[config.mk]
export PLATFORM = sky130hd
export DESIGN_NAME = random_range_gen
export DESIGN_NICKNAME = d
export VERILOG_FILES = /design/src/rtl/random_range_gen.sv
export SDC_FILE = /design/constraint.sdc
export NUM_CORES = 1
export LEC_CHECK = 0
export CAP_MARGIN = 30
export CORE_AREA = 2 2 86 88
export DETAILED_ROUTE_END_ITERATION = 6
export DIE_AREA = 0 0 88 90
export PLACE_DENSITY = 0.69
export SLEW_MARGIN = 20
export SYNTH_ARGS = -nofsm -noshare
export SYNTH_HDL_FRONTEND = slang
export SYNTH_SLANG_ARGS = --single-unit
[constraint.sdc]
create_clock -name clk -period 5.54 [get_ports clk]
set_clock_uncertainty 0.1 [all_clocks]
set_input_delay 0.831 -clock clk [delete_from_list [all_inputs] [get_ports clk]]
set_output_delay 0.831 -clock clk [all_outputs]
set_load 0.03 [all_outputs]
[src/rtl/random_range_gen.sv]
// random_range_gen: LFSR generator with bounded [0, limit) draws over valid/ready (clk, rst active-low async, en, seed_load/seed, req/limit, busy, valid/ready, random_num, lfsr_state)
module random_range_gen #(
  parameter int WIDTH = 12,
  parameter logic [WIDTH-1:0] TAPS = 12'h053,
  parameter logic [WIDTH-1:0] RESET_SEED = 12'hACE,
  parameter int MAX_TRIES = 8
) (
  input  logic             clk,
  input  logic             rst,
  input  logic             en,
  input  logic             seed_load,
  input  logic [WIDTH-1:0] seed,
  input  logic             req,
  input  logic [WIDTH-1:0] limit,
  output logic             busy,
  output logic             valid,
  input  logic             ready,
  output logic [WIDTH-1:0] random_num,
  output logic [WIDTH-1:0] lfsr_state
);
  localparam int TW = MAX_TRIES > 1 ? $clog2(MAX_TRIES) : 1;
  localparam logic [WIDTH-1:0] SEED0 = RESET_SEED == '0 ? WIDTH'(1) : RESET_SEED;
  typedef enum logic [1:0] {IDLE, DRAW, DONE} state_t;
  state_t r_state, w_next;
  logic [WIDTH-1:0] r_lfsr, r_num, r_lim, w_step, w_lm1, w_mask, w_cand, w_fall;
  logic [TW-1:0] r_tries;
  logic r_valid, r_busy, w_accept, w_last;
  always_comb begin
    w_step = r_lfsr == '0 ? WIDTH'(1) : {^(r_lfsr & TAPS), r_lfsr[WIDTH-1:1]};
    w_lm1 = r_lim - WIDTH'(1);
    w_mask = '0;
    // bit i is set when any bit of lim-1 at or above i is set: smallest 2^k-1 >= lim-1
    for (int i = 0; i < WIDTH; i++) w_mask[i] = r_lim == '0 || (w_lm1 >> i) != '0;
    w_cand = r_lfsr & w_mask;
    w_accept = r_lim == '0 || w_cand < r_lim;
    w_last = r_tries == TW'(MAX_TRIES - 1);
    // cand <= 2*(lim-1), so one subtraction always lands inside [0, lim)
    w_fall = w_cand >= r_lim ? w_cand - r_lim : w_cand;
    w_next = r_state;
    if (r_state == IDLE) w_next = req ? DRAW : IDLE;
    if (r_state == DRAW) w_next = (w_accept || w_last) ? DONE : DRAW;
    if (r_state == DONE) w_next = ready ? IDLE : DONE;
    if (seed_load) w_next = IDLE;
  end
  always_ff @(posedge clk or negedge rst) begin
    if (!rst) begin
      r_state <= IDLE;
      r_lfsr <= SEED0;
      r_num <= '0;
      r_lim <= '0;
      r_tries <= '0;
      r_valid <= 1'b0;
      r_busy <= 1'b0;
    end else begin
      r_state <= w_next;
      r_busy <= w_next == DRAW;
      if (seed_load) begin
        r_lfsr <= seed == '0 ? WIDTH'(1) : seed;
        r_valid <= 1'b0;
        r_tries <= '0;
      end else begin
        if (r_state == DRAW || en) r_lfsr <= w_step;
        if (r_state == IDLE && req) begin
          r_lim <= limit;
          r_tries <= '0;
        end
        if (r_state == DRAW) begin
          if (w_accept || w_last) begin
            r_num <= w_accept ? w_cand : w_fall;
            r_valid <= 1'b1;
          end else r_tries <= r_tries + TW'(1);
        end
        if (r_state == DONE && ready) r_valid <= 1'b0;
      end
    end
  end
  assign busy = r_busy;
  assign valid = r_valid;
  assign random_num = r_num;
  assign lfsr_state = r_lfsr;
endmodule

; Yosys cells after proc, flatten, opt, wreduce, memory -nomap -nowiden
; Index checks and enable logic that the tools add are counted.
[totals]
memories = 0
reg_bits = 43
ram_bits = 0
romBits = 0
wordCells = 78
in_bits = 30
latch_bits = 0
output_inout_bits = 26
[classes]
shift = 0
order_cmp = 2
n_mul = 0
n_bitwise = 2
reduce_logical = 39
n_eq_ne = 4
div_mod_pow = 0
muxes = 21
n_addsub = 3
[ops]
columns = op, count
row1 = $reduce_bool 12->1, 11
row2 = $mux 12, 6
row3 = $logic_not 12->1, 3
row4 = $logic_or 1x1->1, 15
row5 = $and 12x12->12, 1
row6 = $ge 12x12->1, 1
row7 = $lt 12x12->1, 1
row8 = $mux 2, 6
row9 = $mux 3, 4
row10 = $reduce_xor 12->1, 1
row11 = $sub 12x1->12 const B, 1
row12 = $sub 12x12->12, 1
row13 = $reduce_bool 3->1, 2
row14 = $mux 1, 5
row15 = $eq 2x1->1 const B, 2
row16 = $reduce_and 2->1, 2
row17 = $add 3x1->3 const B, 1
row18 = $eq 3x3->1 const B, 1
row19 = $reduce_and 3->1, 1
row20 = $eq 2x2->1 const B, 1
row21 = $logic_and 1x1->1, 2
row22 = $logic_not 2->1, 1
row23 = $reduce_bool 2->1, 1
row24 = $not 1->1, 1

; Longest topological paths before layout
; Gate-level depths: netlist of run 1.
[logic_depth]
depth_word = 12
mapped_depth = 16
mapped_depth_nobuf = 15

; Worst setup path after synthesis of run 1
; OpenSTA, ideal clock, no wires.
[synth_path]
kind = reg-to-reg
startpoint = reg r_lim[7]
endpoint = reg r_tries[0]
stages_incl_launch_ff = 15
required_ps = 5315
setup_time_ps = 125
n_path_buf = 1
period_less_slack_ps = 4217
arrival_time_ps = 3992
slack_ps = 1323
path_cell_list = dfrtp_1 > or4_1 > buf_2 > or3_1 > o31a_2 > o2111ai_4 > o31ai_1 > ha_1 > fa_1 > nand2b_1 > a21oi_1 > o311ai_1 > a21o_1 > nor3_1 > mux2_2
[synth_via]
elab_chain_len = 10
elab_cells_between_ends = 32
classes_between = 1 x add/sub / 1 x order compare / 3 x mux / 1 x bitwise / 26 x reduce/logical
[synth_lines]
columns = element, line
row1 = "start, declared", 25  ; logic [WIDTH-1:0] r_lfsr, r_num, r_lim, w_step, w_lm1, w_mask, w_cand, w_fall;
row2 = "start signal, assigned", 64  ; r_lim <= limit;
row3 = $sub 12x1->12, 30  ; w_lm1 = r_lim - WIDTH'(1);
row4 = $reduce_bool 12->1, 33  ; for (int i = 0; i < WIDTH; i++) w_mask[i] = r_lim == '0 || (w_lm1 >> i) != '0;
row5 = $logic_or 1x1->1, 33
row6 = $and 12x12->12, 34  ; w_cand = r_lfsr & w_mask;
row7 = $lt 12x12->1, 35  ; w_accept = r_lim == '0 || w_cand < r_lim;
row8 = $logic_or 1x1->1 *, 35
row9 = $logic_or 1x1->1 *, 68  ; if (w_accept || w_last) begin
row10 = $mux 3 *, 68
row11 = $mux 3 *, 67  ; if (r_state == DRAW) begin
row12 = $mux 3 *, 57  ; if (seed_load) begin
row13 = "end signal, assigned", 71  ; end else r_tries <= r_tries + TW'(1);
row14 = "end, declared", 26  ; logic [TW-1:0] r_tries;
; Mark *: on every way between the ends. The rest lies on a longest branch, timed or not.
; A chain may end at the register's enable or synchronous reset.

; Final worst setup path of run 1
; Ends and elaborated chain as after synthesis.

==> flow_metrics.tcl, run 1 <==
set metrics [dict create \
    setup_viol 0 \
    ys_types 58 \
    whs_ns 0.389 \
    rr_startpoint "r_lim[7]" \
    synth_area_leaders "dfrtp_1 29%, ha_1 7.3%, dfstp_2 6.0%, nand2_1 4.6%, o21ai_0 4.2%" \
    cp.required_ns 5.62 \
    root_buffer "clkbuf_8" \
    r2r_setup_slack_ns 0.67 \
    hp-class "input port to async pin" \
    avgRoutedWirePerCell_microns 16.7 \
    antenna_cells 0 \
    synth_area_sq_um 3080 \
    grt-ovfl-total 0 \
    clockBufferDepth 2 \
    grt_max_degree 26 \
    multiInputGateArea_sq_um 1850 \
    startpoint_type "flip-flop" \
    start_util 0.439 \
    synth_top_area_cell "dfrtp_1" \
    first_iter_violations 257 \
    wl_met1_microns 4100 \
    wl_met3_microns 388 \
    critPathMaxFanout 11 \
    syn-num-nets 412 \
    hold_violations 0 \
    nets 467 \
    synth_seq_cells 43 \
    die_h_microns 90 \
    port_buffers 55 \
    core-area_sq_um 7020 \
    synth-async-reset-ratio 1.00 \
    cp-endpoint "r_tries[0]" \
    place.gp.congestion 0.911 \
    finalInstanceArea_sq_um 3840 \
    synthCells 363 \
    r2r_cells 13 \
    critPathSlowestCell "or4_1" \
    ff_latch_area_sq_um 1080 \
    setup_slack_ns 0.671 \
    status "complete, no violations" \
    drv_slew 0 \
    grt_pass1_wl_microns 14400 \
    worst_pin_slew_ns 0.756 \
    vias_per_cell 5.68 \
    ys_seq_area_frac 0.352 \
    relSlewSlack 0.496 \
    fin_setup_tns_ns 0 \
    antenna_found_initial 0 \
    grt_pass1_vias 2819 \
    ys_warn_count 0 \
    placedCellCount 510 \
    ctsHoldBuffers 0 \
    wirelength_microns 8670 \
    ir_drop_uv 284 \
    dieArea_sq_um 7920 \
    post_dp_cell_area_sq_um 3760 \
    yosysMostFrequentCell "nand2_1" \
    cts_num_sinks 43 \
    r2r-end "r_tries[0]" \
    synth-main-ff-cell "dfrtp_1" \
    met2_length_microns 4080 \
    firstDrtPassIters 6 \
    worstPathCellList "or4_1, or3_1, o31a_2, o2111ai_4, o31ai_1, ha_1, fa_1, nand2b_1, a21oi_1, o311ai_1, a21o_1, nor3_1, mux2_2" \
    yosys-top-cells-count "38 x nand2_1, 36 x dfrtp_1, 32 x nor2_1, 27 x inv_1, 26 x o21ai_0" \
    postLayoutCoreUtil 0.547 \
    cts_tree "done" \
    cts_setup_buffers 0 \
    crit_buf_inv 0 \
    die_x_microns 88 \
    pre_cts_ws_ns 0.737 \
    cp_num_cells 13 \
    p_per_area_nw_per_um2 654 \
    syn_to_final_growth_pct 24.4 \
    grt_usage 0.229 \
    synth_top_area_frac 0.292 \
    crit_family "simple AND/OR/NAND/NOR gates" \
    p_leak_nw 1.59 \
    drive_gt1_frac 0.0716 \
    critPathMaxStageDelay_ns 0.66 \
    clock_latency_ns 0.29 \
    fin_cells 518 \
    fin_crit_ns 4.87 \
    fill_cells 665 \
    rows 31 \
    post_cts_resized 0 \
    power.total_mw 2.51 \
    drv_cap 0 \
    cts_max_level 2 \
    antenna_left 0 \
    critPathKind "flip-flop to flip-flop" \
    dp_hpwl_microns 6630 \
    worst_ep_arrival_time_ns 4.95 \
    crit_path_end_kind "flip-flop" \
    synth_edf_count 0 \
    fin_crit_sh 0.879 \
    fmaxAchievable_mhz 205 \
    avgSynthCellArea_sq_um 8.50 \
    num_io_pins 56 \
    dr_total_vias 2943 \
    highest_layer "met4" \
    drc 0 \
    crit_path_start "r_lim[7]" \
    clk_pin_slew_ns 0.08 \
    cts_buffers 5 \
    rsz0062_at_grt "false" \
]
-- cell usage in the layout (no fill, tap or decap), drive strengths merged, types with 3 or more instances in the layout --
cell	instances
xnor2	10
nor4b	4
nor4	7
a21oi	25
nand2b	3
or4	3
or3	5
nand3b	3
o31ai	6
nand4	3
nand2	38
nor2b	3
nor3	16
a21o	3
clkbuf	7
o221ai	3
dfrtp	36
inv	27
and2	3
nor2	32
clkdlybuf4s50	54
a31oi	4
o21ai	26
ha	18
nand3	8
a21boi	3
o21a	4
mux2i	12
xor2	3
dfstp	7
buf	6
o211ai	5
-- worst min-delay path by stage --
| stage | from | endpoint | slack (ns) | cells after the start |
|---|---|---|---|---|
| after floorplan | r_state[1] | busy | 0.38 | 1 |
| after global placement | random_num[0] | random_num[0] | 0.39 | 2 |
| after detailed placement | random_num[0] | random_num[0] | 0.38 | 2 |
| after CTS | rst | r_lim[7] | 0.40 | 1 |
| after global routing | rst | r_lim[2] | 0.42 | 1 |
| final | rst | r_lim[7] | 0.39 | 1 |
-- power breakdown --
group	internal [mW]	leakage (nW)	total [mW]	switching, mW
clock network	0.0887	0.0422	0.197	0.108
logic	0.687	1.03	1.70	1.02
registers	0.451	0.521	0.607	0.156
total	1.23	1.59	2.51	1.28
-- metal layers --
layer	vias up	global-route usage
li1	1428	-
met1	1410	0.346
met2	95	0.343
met3	10	0.0331
met4	0	0.0500
met5	-	0
-- flip-flops by register name, summed over array words and instances (netlist names) --
signal,count
r_lim,12
r_tries,3
random_num,12
valid,1
r_state,2
lfsr_state,12
busy,1
-- worst reg2reg max path: stages (launching register included) --
cell	delay, ns
dfrtp_1	0.44
or4_1	0.66
or3_1	0.40
o31a_2	0.35
o2111ai_4	0.14
o31ai_1	0.16
ha_1	0.23
fa_1	0.41
nand2b_1	0.20
a21oi_1	0.27
o311ai_1	0.19
a21o_1	0.34
nor3_1	0.47
mux2_2	0.39
-- cell type report --
| cell class | count | share of cell area |
|---|---|---|
| timing repair buffer | 60 | 0.155 |
| sequential | 43 | 0.283 |
| clock inverter | 1 | 0.00130 |
| multi-input combinational | 281 | 0.482 |
| tap | 99 | 0.0323 |
| inverter | 27 | 0.0264 |
| clock buffer | 7 | 0.0199 |
-- cell families after synthesis --
group / share of synthesized area
buf+inv: 0.0483
fa+ha+maj: 0.0795
compound gates: 0.220
mux: 0.0462
flops: 0.352
simple gates: 0.217
xor+xnor: 0.0369
No activity file was read; power rests on OpenSTA's default activity.
==> inputs of run 2 (changes only) <==
- GPL_ROUTABILITY_DRIVEN: not set -> 0
==> flow_metrics.tcl, run 2 (same netlist as run 1, synthesis figures left out) <==
set metrics [dict create \
    status "complete, no violations" \
    r2r-end "random_num[4]" \
    cp-endpoint "random_num[4]" \
    fmaxAchievable_mhz 203 \
    root_buffer "clkbuf_8" \
    rr_startpoint "r_lim[1]" \
    wirelength_microns 8550 \
    top_usage_layer "met2" \
    r2r_setup_slack_ns 0.62 \
    drv_slew 0 \
    p_sw_mw 1.29 \
    power.total_mw 2.60 \
    final_common_cell "clkdlybuf4s50_1" \
    fin_crit_sh 0.888 \
    nets 466 \
    hp-class "input port to async pin" \
    startpoint_type "flip-flop" \
    grt-ovfl-total 0 \
    ctsHoldBuffers 0 \
    cts_num_sinks 43 \
    worst_pin_slew_ns 0.726 \
    fin_setup_tns_ns 0 \
    dp_hpwl_microns 6510 \
    avgRoutedWirePerCell_microns 16.5 \
    antenna_found_initial 0 \
    grt_usage 0.226 \
    clockBufferDepth 2 \
    intPower_mw 1.31 \
    clock_latency_ns 0.30 \
    cts_max_level 2 \
    relSlewSlack 0.515 \
    worst_ep_arrival_time_ns 5.04 \
    critPathKind "flip-flop to flip-flop" \
    cts_setup_buffers 0 \
    p_leak_nw 1.61 \
    setup_slack_ns 0.623 \
    dr_total_vias 2917 \
    whs_ns 0.331 \
    cts_tree "done" \
    drive_gt1_frac 0.0718 \
    grt_max_degree 30 \
    cts_buffers 5 \
    use_met2 0.366 \
    start_util 0.439 \
    p_seq_frac 0.234 \
    pre_cts_ws_ns 0.746 \
    setup_viol 0 \
    r2r_cells 16 \
    p_comb_frac 0.652 \
    hold_violations 0 \
    die_x_microns 88 \
    pwr-share-clk 0.114 \
    clk_pin_slew_ns 0.09 \
    post_cts_resized 0 \
    p_per_area_nw_per_um2 671 \
    crit_path_end_kind "flip-flop" \
    crit_path_start "r_lim[1]" \
    grt_pass1_vias 2871 \
    ir_drop_uv 315 \
    met3_usage 0.0294 \
    core-area_sq_um 7020 \
    die_h_microns 90 \
    grt_pass1_wl_microns 14100 \
    antenna_cells 0 \
    cp.required_ns 5.66 \
    port_buffers 55 \
    drv_cap 0 \
    dieArea_sq_um 7920 \
    vias_per_cell 5.64 \
    drc 0 \
    final_cell_mix "54 x clkdlybuf4s50_1, 38 x nand2_1, 36 x dfrtp_1" \
    fill_cells 644 \
    met1_usage 0.310 \
    p_sw_frac 0.495 \
    firstDrtPassIters 5 \
    antenna_left 0 \
    critPathMaxFanout 8 \
    postLayoutCoreUtil 0.553 \
    fin_crit_ns 4.92 \
    rows 31 \
    rsz0062_at_grt "false" \
    syn_to_final_growth_pct 25.8 \
    first_iter_violations 184 \
    num_io_pins 56 \
]
run 2: area by class of cell:
| type | instances | area (sq um) | area share |
|---|---|---|---|
| Multi-Input combinational cell | 281 | 1850 | 0.477 |
| Sequential cell | 43 | 1080 | 0.279 |
| Clock inverter | 2 | 60.1 | 0.0155 |
| Tap cell | 99 | 124 | 0.0319 |
| Clock buffer | 6 | 72.6 | 0.0187 |
| Inverter | 27 | 101 | 0.0261 |
| Timing Repair Buffer | 59 | 588 | 0.152 |
run 2: power by group through the flow:
stage          Sequential [mW]  Combinational [mW]  Clock (mW)
2_1_floorplan            0.705                1.07           0
3_3_place_gp             0.609                1.64           0
3_5_place_dp             0.610                1.66           0
4_1_cts                  0.606                1.67       0.304
5_1_grt                  0.630                1.87       0.313
6_report                 0.610                1.70       0.297
run 2: how the worst min path moves through the flow:
stage	start	end	cells past startpoint
finish	rst	r_lim[4]	1
global route	rst	r_lim[4]	1
CTS	rst	r_lim[4]	1
detailed placement	random_num[7]	random_num[7]	2
global placement	random_num[7]	random_num[7]	2
floorplan	r_state[1]	busy	1
run 2: per-layer routing:
metal  part of all wire  wire length, microns
met2               0.48                  4130
met4              0.013                   112
met3              0.060                   517
met5                  0                     0
met1               0.44                  3790
run 2: worst max-delay path, cell delays in order (launching register included):
cell and delay [ns]:
dfrtp_1 0.47, inv_1 0.15, ha_1 0.28, o21ba_2 0.31, nor4_1 0.07, nor3_1 0.44, o2111ai_4 0.25, o31ai_1 0.40
inv_1 0.09, ha_1 0.37, o21ai_0 0.21, a21oi_1 0.10, o311ai_1 0.45, a21oi_1 0.33, buf_4 0.27, or4_1 0.47
o211ai_1 0.09
run 2: per-stage QoR:
stage,cells,cell area [sq um]
2_1_floorplan,363,3080
3_3_place_gp,508,3730
3_5_place_dp,509,3750
4_1_cts,517,3880
5_1_grt,517,3880
6_report,517,3880
